==> config.mk <==
export PLATFORM = sky130hd
export DESIGN_NAME = code_lock_ctrl
export DESIGN_NICKNAME = d
export VERILOG_FILES = /design/src/rtl/code_lock_pkg.sv /design/src/rtl/lock_timer.sv /design/src/rtl/code_lock_ctrl.sv
export SDC_FILE = /design/constraint.sdc
export NUM_CORES = 1
export LEC_CHECK = 0
export CORE_MARGIN = 4
export CORE_UTILIZATION = 37
export CTS_BUF_LIST = sky130_fd_sc_hd__clkbuf_16
export CTS_CLUSTER_DIAMETER = 200
export DETAILED_ROUTE_END_ITERATION = 6
export PLACE_DENSITY = 0.66
export SYNTH_ARGS = -nofsm -noshare
export SYNTH_HDL_FRONTEND = slang
export SYNTH_SLANG_ARGS = --single-unit
==> constraint.sdc <==
create_clock -name clk -period 5.3 [get_ports clk]
set_input_delay 1.59 -clock clk [delete_from_list [all_inputs] [get_ports clk]]
set_output_delay 1.59 -clock clk [all_outputs]
set_load 0.005 [all_outputs]
==> src/rtl/code_lock_pkg.sv <==
// code_lock_pkg: shared FSM state encoding and default sizing for the code lock
package code_lock_pkg;
  typedef enum logic [2:0] {LOCKED, ENTRY, CHECK, OPEN, PROGRAM, LOCKOUT} state_t;
  localparam int DEF_DIGIT_BITS = 4;
  localparam int DEF_CODE_LEN = 4;
  localparam int DEF_MAX_TRIES = 3;
  localparam int DEF_LOCKOUT_CYCLES = 100_000_000;
  localparam int DEF_DE_W = $clog2(DEF_CODE_LEN + 1);
  localparam int DEF_FC_W = $clog2(DEF_MAX_TRIES + 1);
  function automatic int cnt_w(input int n);
    return (n < 2) ? 1 : $clog2(n);
  endfunction
endpackage

==> src/rtl/lock_timer.sv <==
// lock_timer: loadable down-counter that stops at zero
module lock_timer #(
  parameter int W = 27
) (
  input  logic         clk,
  input  logic         rst,
  input  logic         load,
  input  logic [W-1:0] load_value,
  input  logic         en,
  output logic         zero
);
  logic [W-1:0] cnt;
  always_ff @(posedge clk)
    if (rst) cnt <= '0;
    else if (load) cnt <= load_value;
    else if (en && cnt != '0) cnt <= cnt - 1'b1;
  assign zero = cnt == '0;
endmodule

==> src/rtl/code_lock_ctrl.sv <==
// code_lock_ctrl: digit-at-a-time combination lock with retry lockout and reprogramming
module code_lock_ctrl
  import code_lock_pkg::*;
#(
  parameter int DIGIT_BITS = DEF_DIGIT_BITS,
  parameter int CODE_LEN = DEF_CODE_LEN,
  parameter logic [DIGIT_BITS*CODE_LEN-1:0] DEFAULT_CODE = 16'h1234,
  parameter int MAX_TRIES = DEF_MAX_TRIES,
  parameter int LOCKOUT_CYCLES = DEF_LOCKOUT_CYCLES
) (
  input  logic                            clk,
  input  logic                            rst,
  input  logic [DIGIT_BITS-1:0]           digit_in,
  input  logic                            enter,
  input  logic                            clear,
  input  logic                            lock,
  input  logic                            prog,
  output logic                            unlocked,
  output logic                            bad_code,
  output logic                            locked_out,
  output logic                            programming,
  output logic [$clog2(CODE_LEN+1)-1:0]   digits_entered,
  output logic [$clog2(MAX_TRIES+1)-1:0]  fail_count
);
  localparam int CW = DIGIT_BITS * CODE_LEN;
  localparam int DEW = $clog2(CODE_LEN + 1);
  localparam int FCW = $clog2(MAX_TRIES + 1);
  localparam int TW = cnt_w(LOCKOUT_CYCLES);
  state_t state_r, state_n;
  logic [DEW-1:0] de_r, de_n;
  logic [FCW-1:0] fail_r, fail_n, fail_inc;
  logic [CW-1:0] code_r, code_n, shadow_r, shadow_n;
  logic [DIGIT_BITS-1:0] exp_d;
  logic mm_r, mm_n, bad_r, bad_n, t_load, t_zero, ne, last;
  int idx;
  lock_timer #(.W(TW)) u_timer (
    .clk(clk), .rst(rst), .load(t_load), .load_value(TW'(LOCKOUT_CYCLES - 1)),
    .en(state_r == LOCKOUT), .zero(t_zero)
  );
  // idx addresses the digit slot for the next accepted digit, MS digit first
  always_comb begin
    state_n = state_r;
    de_n = de_r;
    mm_n = mm_r;
    fail_n = fail_r;
    code_n = code_r;
    shadow_n = shadow_r;
    bad_n = 1'b0;
    t_load = 1'b0;
    idx = (CODE_LEN - 1 - int'(de_r)) * DIGIT_BITS;
    exp_d = code_r[idx +: DIGIT_BITS];
    ne = digit_in != exp_d;
    last = de_r == DEW'(CODE_LEN - 1);
    fail_inc = fail_r + 1'b1;
    case (state_r)
      LOCKED: if (enter) begin
        de_n = de_r + 1'b1;
        mm_n = ne;
        state_n = last ? CHECK : ENTRY;
      end
      ENTRY: if (clear) begin
        state_n = LOCKED;
        de_n = '0;
        mm_n = 1'b0;
      end else if (enter) begin
        de_n = de_r + 1'b1;
        mm_n = mm_r | ne;
        state_n = last ? CHECK : ENTRY;
      end
      CHECK: begin
        de_n = '0;
        mm_n = 1'b0;
        if (!mm_r) begin
          state_n = OPEN;
          fail_n = '0;
        end else begin
          bad_n = 1'b1;
          fail_n = fail_inc;
          t_load = fail_inc == FCW'(MAX_TRIES);
          state_n = t_load ? LOCKOUT : LOCKED;
        end
      end
      OPEN: if (lock) state_n = LOCKED;
      else if (enter && prog) begin
        shadow_n[idx +: DIGIT_BITS] = digit_in;
        code_n = last ? shadow_n : code_r;
        de_n = last ? '0 : DEW'(1);
        state_n = last ? OPEN : PROGRAM;
      end
      PROGRAM: if (clear) begin
        state_n = OPEN;
        de_n = '0;
      end else if (enter) begin
        shadow_n[idx +: DIGIT_BITS] = digit_in;
        code_n = last ? shadow_n : code_r;
        de_n = last ? '0 : de_r + 1'b1;
        state_n = last ? OPEN : PROGRAM;
      end
      LOCKOUT: if (t_zero) begin
        state_n = LOCKED;
        fail_n = '0;
      end
      default: state_n = LOCKED;
    endcase
  end
  always_ff @(posedge clk)
    if (rst) begin
      state_r <= LOCKED;
      de_r <= '0;
      mm_r <= 1'b0;
      fail_r <= '0;
      code_r <= DEFAULT_CODE;
      shadow_r <= '0;
      bad_r <= 1'b0;
    end else begin
      state_r <= state_n;
      de_r <= de_n;
      mm_r <= mm_n;
      fail_r <= fail_n;
      code_r <= code_n;
      shadow_r <= shadow_n;
      bad_r <= bad_n;
    end
  assign unlocked = state_r == OPEN || state_r == PROGRAM;
  assign programming = state_r == PROGRAM;
  assign locked_out = state_r == LOCKOUT;
  assign bad_code = bad_r;
  assign digits_entered = de_r;
  assign fail_count = fail_r;
endmodule
# Word-level counts from Yosys, hierarchy flattened
# Index checks and enable logic that the tools add are counted.
[word_totals] regBits=69 output_inout_bits=9 wordCells=99
[classes] n_mux=45 n_reduce_logical=18 n_shift=3 n_addsub=5 eq_ne=17 bitwise=2
[op_table] op="2-to-1 mux 16 bit" n=9
[op_table] op="case mux 16 bit (2 select lines)" n=2
[op_table] op="2-to-1 mux 27 bit" n=2
[op_table] op="2-to-1 mux 3 bit" n=17
[op_table] op="negator 6 -> 33 bit" n=1
[op_table] op="variable shift 4 x 33 -> 16 bit (first input constant)" n=1
[op_table] op="indexed part select 4 x 33 -> 16 bit" n=1
[op_table] op="logical NOT 27 bit" n=1
[op_table] op="nonzero test 27 bit" n=1
[op_table] op="subtractor 27 x 1 -> 27 bit (second input constant)" n=1
[op_table] op="case mux 3 bit (6 select lines)" n=1
[op_table] op="bitwise mux 16 bit" n=1
[op_table] op="indexed part select 16 x 6 -> 4 bit" n=1
[op_table] op="case mux 3 bit (5 select lines)" n=1
[op_table] op="inequality test 2 bit (second input constant)" n=6
[op_table] op="equality test 3 x 2 -> 1 bit (second input constant)" n=3
[op_table] op="inequality test 3 bit (second input constant)" n=3
[op_table] op="2-to-1 mux 1 bit" n=7
[op_table] op="equality test 3 bit (second input constant)" n=2
[op_table] op="2-to-1 mux 2 bit" n=3
[op_table] op="AND reduction 3 bit" n=2
[op_table] op="nonzero test 2 bit" n=3
[op_table] op="AND reduction 5 bit" n=1
[op_table] op="nonzero test 5 bit" n=1
[op_table] op="other kinds (17)" n=19

# Logic depth before layout (Yosys ltp)
[logic_depth] depth_word=8 depth_mapped=10 depth_no_buf=9

# Hierarchy
# Synthesis repeated with hierarchy kept, for this count alone.
[unflattened] cells_unflattened=526 hier_area_um2=4134.0
[modules_own_cells] mod="code_lock_ctrl" area_each_um2=2509.9 instances=1 seq_area_each_um2=840.8 cells_per_inst=324
[modules_own_cells] mod="lock_timer" area_each_um2=1624.1 instances=1 seq_area_each_um2=540.5 cells_per_inst=202

# Worst setup path before layout
# OpenSTA, ideal clock, no wires.
[synth_path] path_type="input-to-reg" from="input clear" to="register code_r[1]" arrival_time_ps=3080 setup_time_ps=86 stages=6 t_required_ps=5214 slack_ps=2135 cell_sequence="or4b_1 -> o21a_1 -> nor3_1 -> clkbuf_1 -> nor2_1 -> a211oi_1"
[synth_via] elab_chain_cells=2
[synth_rtl] item="start, declared" line_no="code_lock_ctrl.sv:15" rtl="input logic clear,"
[synth_rtl] item="inequality test 2 bit (no source line)"
[synth_rtl] item="AND reduction 5 bit (no source line)"
[synth_rtl] item="end signal, assigned" line_no="code_lock_ctrl.sv:120" rtl="code_r <= code_n;"
[synth_rtl] item="end, declared" line_no="code_lock_ctrl.sv:32" rtl="logic [CW-1:0] code_r, code_n, shadow_r, shadow_n;"
# No other way between the ends.
# A chain may end at the register's enable or synchronous reset.

# Worst setup path after layout
[layout_path] from="input clear" to="register code_r[13]"
# The elaborated chain is that of the path after synthesis.

==> impl_metrics.json <==
{
  "drive_above_1_share": 0.09217,
  "synth_area_um2": 3633,
  "nNetsFinal": 447,
  "port_buffers": 18,
  "ys_ff_latch": 69,
  "clkSinkCount": 69,
  "final_antenna_net_count": 0,
  "synth_top_cells_by_area": "sky130_fd_sc_hd__dfxtp_1 38%, sky130_fd_sc_hd__mux2i_1 5.8%, sky130_fd_sc_hd__nor2_1 4.9%, sky130_fd_sc_hd__a21oi_1 4.1%, sky130_fd_sc_hd__or4_1 2.9%",
  "worstReg2RegStart": "digits_entered[0]",
  "antenna_cells_inserted": 0,
  "number_of_antenna_violations_at_the_first_check_in_global_routing": 0,
  "dp_hpwl_mm": 5.697,
  "power.density_cell_area_nw_per_um2": 284.1,
  "power_leakage_nw": 1.525,
  "finalMaxSlewViolations": 0,
  "synthCells": 423,
  "cp-startpoint": "clear",
  "postCtsResizedCells": 0,
  "timing.final.crit_share": 0.6901,
  "setup_violations": 0,
  "clockRootBuffer": "sky130_fd_sc_hd__clkbuf_16",
  "ctsHoldBuffers": 0,
  "fp.coreArea_um2": 9415,
  "synth-warning-count": 0,
  "crit_path_max_fanout": 10,
  "grt.overflow.total": 0,
  "detail_route.vias_per_cell": 5.577,
  "setup_repair_after_global_routing_missed_its_margin": "false",
  "ir_worst_vdd_mv": 0.1435,
  "fin_skew_ps": 8.275,
  "global_route.usage.total": 0.1518,
  "fp-row-count": 35,
  "synth.most_common_cell": "sky130_fd_sc_hd__dfxtp_1",
  "whs_ps": 466.9,
  "synthTopCellsByCount": "69 x sky130_fd_sc_hd__dfxtp_1, 47 x sky130_fd_sc_hd__nor2_1, 30 x sky130_fd_sc_hd__a21oi_1",
  "via_count": 3140,
  "yosysTopAreaCellShare": 0.3802,
  "global_route_wire_length_before_repair_mm": 14.17,
  "total_negative_setup_slack_ps": 0,
  "synthDominantAreaCellType": "sky130_fd_sc_hd__dfxtp_1",
  "die_area_um2": 11470,
  "avgSynthCellArea_um2": 8.590,
  "clock_tree_from_tritoncts": "done",
  "hold_path.class": "register to register",
  "async_reset_ff_frac": 0,
  "critical_path.slowest_cell": "sky130_fd_sc_hd__or4b_1",
  "cts.htree.levels": 3,
  "dieWidth_um": 107.1,
  "worstPathCellList": "clkdlybuf4s50_1 > or4b_1 > o21ai_1 > nand3_1 > nor2_1 > nor3_1",
  "status": "finished clean",
  "cts_buffers": 9,
  "clock_path_buffers": 2,
  "grt_max_degree": 56,
  "wire_per_inst_um": 14.63,
  "gp_congestion": 0.8804,
  "synth_top_flop_cell": "sky130_fd_sc_hd__dfxtp_1",
  "synthesis.nets": 441,
  "critical_path.endpoint_type": "register",
  "slew_headroom": 0.2711,
  "cpPeakStageDelay_ps": 590,
  "startpoint_type": "input pin",
  "synth_sequential_area_ratio": 0.3802,
  "timing.final.crit_period_ps": 3658,
  "drt_first_iter_violations": 164,
  "detail_route.wirelength_mm": 8.239,
  "syn_to_final_growth_pct": 15.12,
  "maximum_capacitance_violations": 0,
  "hold_path_startpoint": "code_r[5]",
  "final-hold-violation-count": 0,
  "worst_slack_ps": 1642,
  "die_height_um": 107.1,
  "cp_data_arrival_time_ps": 3820,
  "cp.required_ps": 5470,
  "placement.setup.worst_slack_ps": 1284,
  "clock.fmax_ghz": 0.2734,
  "postCtsSetupBuffers": 0,
  "boundary_pin_count": 19,
  "synth.lib_cells_used.distinct": 57,
  "critical_path_class": "input pin to register",
  "number_of_remaining_drc_errors": 0,
  "grt_pass1_vias": 2937,
  "clkSlewWorstSetupHoldPaths_ps": 50,
  "layout.core_utilization": 0.4443,
  "insertion_delay_ps": 330,
  "firstDrtPassIters": 5,
  "synth_enable_flop_cells": 0,
  "max_slew.worst_pin.slew_ps": 1078,
  "initial_utilization": 0.3859
}
flip-flops by register name, summed over array words and instances (netlist names):
register and cells:
u_timer.cnt 27, state_r 3, code_r 16, mm_r 1
bad_code 1, shadow_r 16, fail_count 2, digits_entered 3
layer usage:
| metal | global-route usage | part of all wire | wire (um) |
|---|---|---|---|
| met1 | 0.2030 | 0.48 | 3974 |
| met3 | 0.03432 | 0.038 | 309 |
| met5 | 0 | 0 | 0 |
| met4 | 0.06849 | 0.017 | 144 |
| met2 | 0.2324 | 0.46 | 3810 |
worst max-delay path, delay by kind of cell:
kind	cells	cell delay, ps
compound gates	1	440
buf+inv	1	510
simple gates	4	1280
cells in the final DEF (no fill, tap or decap), types with 3 or more instances in the layout:
cell,netlist,routed
sky130_fd_sc_hd__xnor2_1,9,9
sky130_fd_sc_hd__nand3_1,12,12
sky130_fd_sc_hd__a311oi_1,3,3
sky130_fd_sc_hd__a21oi_1,30,30
sky130_fd_sc_hd__dfxtp_1,69,69
sky130_fd_sc_hd__nor2b_1,6,6
sky130_fd_sc_hd__clkinvlp_4,0,3
sky130_fd_sc_hd__or2_2,4,4
sky130_fd_sc_hd__a31oi_1,11,11
sky130_fd_sc_hd__o211ai_1,8,8
sky130_fd_sc_hd__o31ai_1,9,9
sky130_fd_sc_hd__nor2_1,47,47
sky130_fd_sc_hd__nand2_1,22,22
sky130_fd_sc_hd__or4_1,14,14
sky130_fd_sc_hd__o21ai_0,17,17
sky130_fd_sc_hd__inv_1,14,14
sky130_fd_sc_hd__ha_1,8,8
sky130_fd_sc_hd__or3_1,10,10
sky130_fd_sc_hd__mux2_2,8,8
sky130_fd_sc_hd__clkdlybuf4s50_1,0,17
sky130_fd_sc_hd__mux4_2,4,4
sky130_fd_sc_hd__nor3_1,17,16
sky130_fd_sc_hd__a211oi_1,9,9
sky130_fd_sc_hd__nor4_1,5,5
sky130_fd_sc_hd__mux2i_1,21,21
sky130_fd_sc_hd__clkbuf_16,0,9
sky130_fd_sc_hd__nand2b_1,3,3
cell type report:
cell class	instances	area, um2
Tap cell	129	161.4
Fill cell	925	5233
Clock inverter	7	66.31
Clock buffer	9	225.2
Sequential cell	69	1381
Inverter	15	56.30
Timing Repair Buffer	20	190.2
Multi-Input combinational cell	314	2102
per-stage QoR:
stage,total power [mW],cells,cell area (um2)
finish,1.188,563,4183
detailed placement,0.6219,547,3891
global route,1.226,563,4183
CTS,1.199,563,4183
global placement,0.6215,547,3891
floorplan,0.5959,423,3633
report_power, final:
part	switching [mW]	leakage [nW]	internal, mW
Sequential	0.00870	0.557	0.522
Clock	0.217	0.135	0.360
Combinational	0.0450	0.833	0.0352
final timing paths:
check / endpoint / slack [ps] / cells past startpoint
worst max-delay path: code_r[13] / 1640 / 6
worst min-delay path: code_r[5] / 470 / 2
worst max register to register: shadow_r[0] / 2290 / 7
worst min register to register: code_r[5] / 470 / 2
cells by family after synthesis:
family | after synthesis | share of synthesized area
simple gates | 156 | 0.2269
xor+xnor | 11 | 0.02652
fa+ha+maj | 8 | 0.02755
mux | 33 | 0.1074
compound gates | 106 | 0.1887
buf+inv | 40 | 0.04269
flops | 69 | 0.3802
Power figures use the tool's default switching activity.
